**config.mk**
```make
export PLATFORM = sky130hd
export DESIGN_NAME = uart_byte_receiver
export DESIGN_NICKNAME = d
export VERILOG_FILES = /design/src/rtl/uart_byte_receiver_pkg.sv /design/src/rtl/uart_rx_synchronizer.sv /design/src/rtl/uart_byte_receiver.sv
export SDC_FILE = /design/constraint.sdc
export NUM_CORES = 1
export LEC_CHECK = 0
export CORE_MARGIN = 1
export CORE_UTILIZATION = 43
export DETAILED_ROUTE_END_ITERATION = 8
export PLACE_DENSITY_LB_ADDON = 0.12
export SYNTH_ARGS = -nofsm -noshare
export SYNTH_HDL_FRONTEND = slang
export SYNTH_HIERARCHICAL = 1
export SYNTH_SLANG_ARGS = --single-unit
```
**constraint.sdc**
```tcl
create_clock -name clock -period 2.15 [get_ports clock]
set_clock_uncertainty 0.05 [all_clocks]
set_input_delay 0.3225 -clock clock [delete_from_list [all_inputs] [get_ports clock]]
set_output_delay 0.3225 -clock clock [all_outputs]
set_load 0.01 [all_outputs]
```
**src/rtl/uart_byte_receiver_pkg.sv**
```systemverilog
// Shared definitions for the UART receive path: FSM state encodings and the
// bit-timing derivation that the transmitter also reuses.
package uart_byte_receiver_pkg;

  localparam int unsigned DATA_BITS = 8;

  typedef enum logic [2:0] {
    ST_IDLE      = 3'd0,
    ST_START     = 3'd1,
    ST_DATA      = 3'd2,
    ST_STOP      = 3'd3,
    ST_WAIT_HIGH = 3'd4
  } rx_state_e;

  // Clock cycles per UART bit, truncating integer division.
  function automatic int calc_bit_period(input int clk_hz, input int baud);
    return clk_hz / baud;
  endfunction

  // Offset from the detected falling edge to the middle of the start bit.
  function automatic int calc_half_period(input int bit_period);
    return bit_period / 2;
  endfunction

endpackage

```
**src/rtl/uart_rx_synchronizer.sv**
```systemverilog
// Multi-flop synchroniser for asynchronous inputs. Flops reset to 1 so an
// idle UART line (or released button) never looks active coming out of reset.
module uart_rx_synchronizer #(
  parameter int depth = 2
) (
  input  logic clock,
  input  logic reset_n,
  input  logic d,
  output logic q
);

  logic [depth-1:0] sync_q;
  logic [depth-1:0] sync_d;

  // Shift the raw input one stage further down the chain each cycle.
  always_comb begin
    sync_d = {sync_q[depth-2:0], d};
  end

  // Chain register, preset to the idle level.
  always_ff @(posedge clock or negedge reset_n) begin
    if (!reset_n) begin
      sync_q <= '1;
    end else begin
      sync_q <= sync_d;
    end
  end

  assign q = sync_q[depth-1];

endmodule

```
**src/rtl/uart_byte_receiver.sv**
```systemverilog
// 8N1 UART byte receiver: synchronises rx, qualifies the start bit at mid-bit,
// samples eight data bits LSB-first, checks the stop bit, and pulses either
// byte_valid or framing_error for one cycle per frame.
//
// state     | meaning
// ----------+--------------------------------------------------------------
// IDLE      | line idle, waiting for rx_s to go low
// START     | counting to mid start bit; low sample confirms, high is a glitch
// DATA      | sampling 8 data bits at bit_period intervals, LSB first
// STOP      | sampling the stop bit; 1 delivers the byte, 0 is a framing error
// WAIT_HIGH | after a framing error, waiting for the line to return high
module uart_byte_receiver
  import uart_byte_receiver_pkg::*;
#(
  parameter int clock_frequency = 50_000_000,
  parameter int baud_rate       = 115_200
) (
  input  logic       clock,
  input  logic       reset_n,
  input  logic       rx,
  output logic [7:0] byte_data,
  output logic       byte_valid,
  output logic       framing_error,
  output logic       busy
);

  localparam int bit_period  = calc_bit_period(clock_frequency, baud_rate);
  localparam int half_period = calc_half_period(bit_period);
  // Guarded so a rejected configuration does not also produce width noise.
  localparam int CNT_W       = (bit_period < 4) ? 2 : $clog2(bit_period);

  localparam logic [CNT_W-1:0] HALF_LAST = CNT_W'(half_period - 1);
  localparam logic [CNT_W-1:0] BIT_LAST  = CNT_W'(bit_period - 1);
  localparam logic [CNT_W-1:0] CNT_ONE   = CNT_W'(1);
  localparam logic [2:0]       LAST_BIT  = 3'(DATA_BITS - 1);

  if (bit_period < 4) begin : g_bad_bit_period
    $error("uart_byte_receiver: bit_period must be at least 4 clock cycles");
  end

  logic rx_s;

  rx_state_e        state_q,         state_d;
  logic [CNT_W-1:0] cnt_q,           cnt_d;
  logic [2:0]       bit_idx_q,       bit_idx_d;
  logic [7:0]       shift_q,         shift_d;
  logic [7:0]       byte_data_q,     byte_data_d;
  logic             byte_valid_q,    byte_valid_d;
  logic             framing_error_q, framing_error_d;

  uart_rx_synchronizer #(
    .depth(2)
  ) u_rx_sync (
    .clock  (clock),
    .reset_n(reset_n),
    .d      (rx),
    .q      (rx_s)
  );

  // Next-state, bit timing and output pulse generation.
  always_comb begin
    state_d         = state_q;
    cnt_d           = cnt_q + CNT_ONE;
    bit_idx_d       = bit_idx_q;
    shift_d         = shift_q;
    byte_data_d     = byte_data_q;
    byte_valid_d    = 1'b0;
    framing_error_d = 1'b0;

    unique case (state_q)
      ST_IDLE: begin
        // Counter is held at zero so START begins counting from 0.
        cnt_d = '0;
        if (!rx_s) begin
          state_d = ST_START;
        end
      end

      ST_START: begin
        if (cnt_q == HALF_LAST) begin
          cnt_d = '0;
          if (!rx_s) begin
            state_d   = ST_DATA;
            bit_idx_d = '0;
          end else begin
            state_d = ST_IDLE;
          end
        end
      end

      ST_DATA: begin
        if (cnt_q == BIT_LAST) begin
          cnt_d   = '0;
          shift_d = {rx_s, shift_q[7:1]};
          if (bit_idx_q == LAST_BIT) begin
            state_d   = ST_STOP;
            bit_idx_d = '0;
          end else begin
            bit_idx_d = bit_idx_q + 3'd1;
          end
        end
      end

      ST_STOP: begin
        if (cnt_q == BIT_LAST) begin
          cnt_d = '0;
          if (rx_s) begin
            byte_data_d  = shift_q;
            byte_valid_d = 1'b1;
            state_d      = ST_IDLE;
          end else begin
            framing_error_d = 1'b1;
            state_d         = ST_WAIT_HIGH;
          end
        end
      end

      ST_WAIT_HIGH: begin
        cnt_d = '0;
        if (rx_s) begin
          state_d = ST_IDLE;
        end
      end

      default: begin
        state_d = ST_IDLE;
        cnt_d   = '0;
      end
    endcase
  end

  // State, datapath and registered output pulses.
  always_ff @(posedge clock or negedge reset_n) begin
    if (!reset_n) begin
      state_q         <= ST_IDLE;
      cnt_q           <= '0;
      bit_idx_q       <= '0;
      shift_q         <= '0;
      byte_data_q     <= '0;
      byte_valid_q    <= 1'b0;
      framing_error_q <= 1'b0;
    end else begin
      state_q         <= state_d;
      cnt_q           <= cnt_d;
      bit_idx_q       <= bit_idx_d;
      shift_q         <= shift_d;
      byte_data_q     <= byte_data_d;
      byte_valid_q    <= byte_valid_d;
      framing_error_q <= framing_error_d;
    end
  end

  assign byte_data     = byte_data_q;
  assign byte_valid    = byte_valid_q;
  assign framing_error = framing_error_q;
  assign busy          = (state_q != ST_IDLE);

endmodule

```
==> metrics.cfg, run 1 <==
[status]
status = complete, no violations

[place]
dp_worst_setup_slack_ns = 0.4225
gp_congestion = 0.8668
dp_cells = 181
hpwl_microns = 1704
port-buffer-count = 13

[global_route]
grt_pass1_vias = 966
antenna_found_initial = 0
grt_start_max_net_pins = 36
globalRouteOverflowTotal = 0
grt_usage_pct = 15.51
grt_first_pass_wirelength_microns = 4705

[detailed_routing]
drt_iter0_drc = 55
vias = 944
final_antenna_net_count = 0
wirelength_microns = 2523
drc = 0
drt-vias-per-instance = 4.995
first_pass_iters = 4
wl_per_cell_microns = 13.35

[logic_synthesis]
netlist-cell-type-count = 34
synth_compound_area_share_pct = 4.766
netlist.area_leader.share_pct = 52.42
avgSynthCellArea_sq_um = 12.81
ys_warn_count = 6
synth-xor-area-share_pct = 3.892
synth_top_area_cell = dfrtp_1
synth_edf_count = 0
synth_most_common_cell = dfrtp_1
syn-cell-area_sq_um = 1575
synth.area.top_cells = dfrtp_1 (52%), mux2_2 (11%), nor2_1 (4.1%)
synth_seq_cells = 35
synth_seq_area_share_pct = 55.76
syn_nets = 131
synthAdderAreaFrac_pct = 3.971
synth_mux_area_share_pct = 12.95
synth_common_cells = dfrtp_1 (33), nor2_1 (17), mux2_2 (15)
yosys.area_share.simple_pct = 16.76
syn_inst = 123
synth_top_flop_cell = dfrtp_1
async_reset_ff_share_pct = 100.0
synth_top_family_by_area = simple AND/OR/NAND/NOR gates

[floorplan]
io_pins = 14
rows = 21
fp.coreArea_sq_um = 3416
start_util_pct = 46.12
die-area_sq_um = 3909
fp.dieH_microns = 62.53
fp.dieW_microns = 62.53

[power]
sequentialPowerShare_pct = 52.6
clockPowerShare_pct = 46.0
power_density_nw_per_um2 = 682.5
combPwrFrac_pct = 1.4
switchingPower_w = 0.0002353
internal_power_w = 0.001029
p_sw_share_pct = 18.60
ir_drop_mv = 0.4407
p_leak_nw = 0.8726

[timing]
layout_setup_ws_ns = 0.1242
setup_violations = 0
final.min_clock_period_ns = 2.026
final-hold-violation-count = 0
fmax_mhz = 493.6
worst_slew_pin_slew_ns = 0.4343
fin_crit_sh_pct = 94.22
rsz0062_at_grt = false
finalMaxSlewViolations = 0
max_slew_margin_pct = 71.05
finalSetupTns_ns = 0

[clock_tree]
clkLatencyLatePin_ns = 0.34
holdBufCountCts = 0
cts_resized = 0
cts.sinks = 35
cts-root-buf = clkbuf_4
cts_buffers = 5
cts_tree = done
h-tree-depth = 2
clk_path_buf_depth = 2
path_clk_slew_ns = 0.11
post-cts-setup-buffer-count = 0

[worst_setup_path]
crit_arrival_ns = 1.65
cp.required_ns = 1.78
crit_type = register to primary output
slowest_stage = clkdlybuf4s50_1
worstSetupEndpointType = primary output
slowest_delay_ns = 0.48
crit_path_cell_trace = or3_1 -> clkdlybuf4s50_1
start_kind = register
critical_path.max_fanout = 7

[finish]
drive_gt1_share_pct = 27.97
stdcell_count = 189
n_antenna_cell = 0
areaGrowthSynthToFinish_pct = 17.63
final_nets = 150

[flow_run]
maxCapViolCount = 0

[min_path]
worstHoldPathType = register to register

==> critical path: cells and delay by family, from the launching register on <==
kind	cells	cell delay (ns)
DFF	1	0.46
buffers and inverters	1	0.48
and+or+nand+nor	1	0.38
==> cell families (layout without fill, tap and decap cells) <==
kind of cell / count (synthesis) / after routing
and+or+nand+nor: 45 / 45
DFF: 35 / 35
muxes: 18 / 18
AOI/OAI and AO/OA: 8 / 8
xor gates and xnor gates: 7 / 7
adders and majority gates: 5 / 5
buffers and inverters: 5 / 25
==> worst paths after layout <==
path                                      from                   to  slack, ns  cells after the start
max reg2reg                           cnt_q[0]           shift_q[0]       0.43                      5
min                        u_rx_sync/sync_q[0]  u_rx_sync/sync_q[1]       0.31                      0
max                                 state_q[0]                 busy       0.12                      2
max in group asynchronous              reset_n  u_rx_sync/sync_q[0]       1.37                      2
min in group asynchronous              reset_n           state_q[0]       0.33                      2
min reg2reg                u_rx_sync/sync_q[0]  u_rx_sync/sync_q[1]       0.31                      0
==> registers in the layout (all words and copies together), names as in the netlist <==
register,flops
cnt_q,9
shift_q,8
u_rx_sync/sync_q,2
bit_idx_q,3
state_q,3
byte_data,8
byte_valid,1
framing_error,1
==> cell type report <==
cell class                      instances  area, sq um
Clock buffer                            6        41.29
Fill cell                             303         1563
Inverter                                3        11.26
Tap cell                               46        57.56
Multi-Input combinational cell         83        666.9
Timing Repair Buffer                   14        137.6
Clock inverter                          2        60.06
Sequential cell                        35        878.3
==> cell usage in the layout, fill, tap and decap left out, drive strengths merged <==
cell type,n
and3,1
or3b,1
inv,3
mux2,16
or3,1
xor2,2
and2b,2
nand3,5
a21oi,2
mux2i,2
nor2b,1
buf,1
a211o,2
a32oi,1
ha,5
nor3,3
bufinv,2
nand2,6
and4b,2
and2,3
a22o,2
nor2,17
xnor2,5
a22oi,1
clkbuf,6
clkdlybuf4s50,13
dfstp,2
and4bb,2
dfrtp,33
nand4,1
==> power by group through the flow <==
stage / sequential, W / clock (W) / combinational (W)
4_1_cts: 0.000665 / 0.000596 / 0.0000192
5_1_grt: 0.000665 / 0.000621 / 0.0000215
3_3_place_gp: 0.000677 / 0 / 0.0000187
6_report: 0.000665 / 0.000582 / 0.0000179
3_5_place_dp: 0.000677 / 0 / 0.0000192
2_1_floorplan: 0.000675 / 0 / 0.00000419
==> metal layers <==
metal / vias up / wire length, microns / track usage, %
met2: 25 / 1088 / 21.06
li1: 463 / - / -
met3: 6 / 116 / 4.380
met4: 0 / 51 / 8.430
met5: - / 0 / 0
met1: 450 / 1268 / 22.12
==> through the flow <==
stage,total power (W),util [%],hold WS (ns),area (sq um)
after floorplan,0.0006788,-,-0.02309,1575
after global placement,0.0006958,51.28,0.2976,1752
after detailed placement,0.0006965,51.28,0.3007,1752
after CTS,0.001280,54.25,0.3151,1853
after global routing,0.001308,54.25,0.3201,1853
final,0.001265,54.25,0.3133,1853
(Power assumes the default switching activity.)
==> run 2, diff against run 1 <==
- MAX_ROUTING_LAYER: default -> met4
==> results of run 2 <==
Same layout as run 1: the final DEF is identical, and so are final timing and power.
Main changes from that run: final weighted congestion in routability-driven placement 0.8668 -> 0.8809; overall routing resource usage 15.51% -> 15.96%; violation count after the first detailed-route iteration 55 -> 57
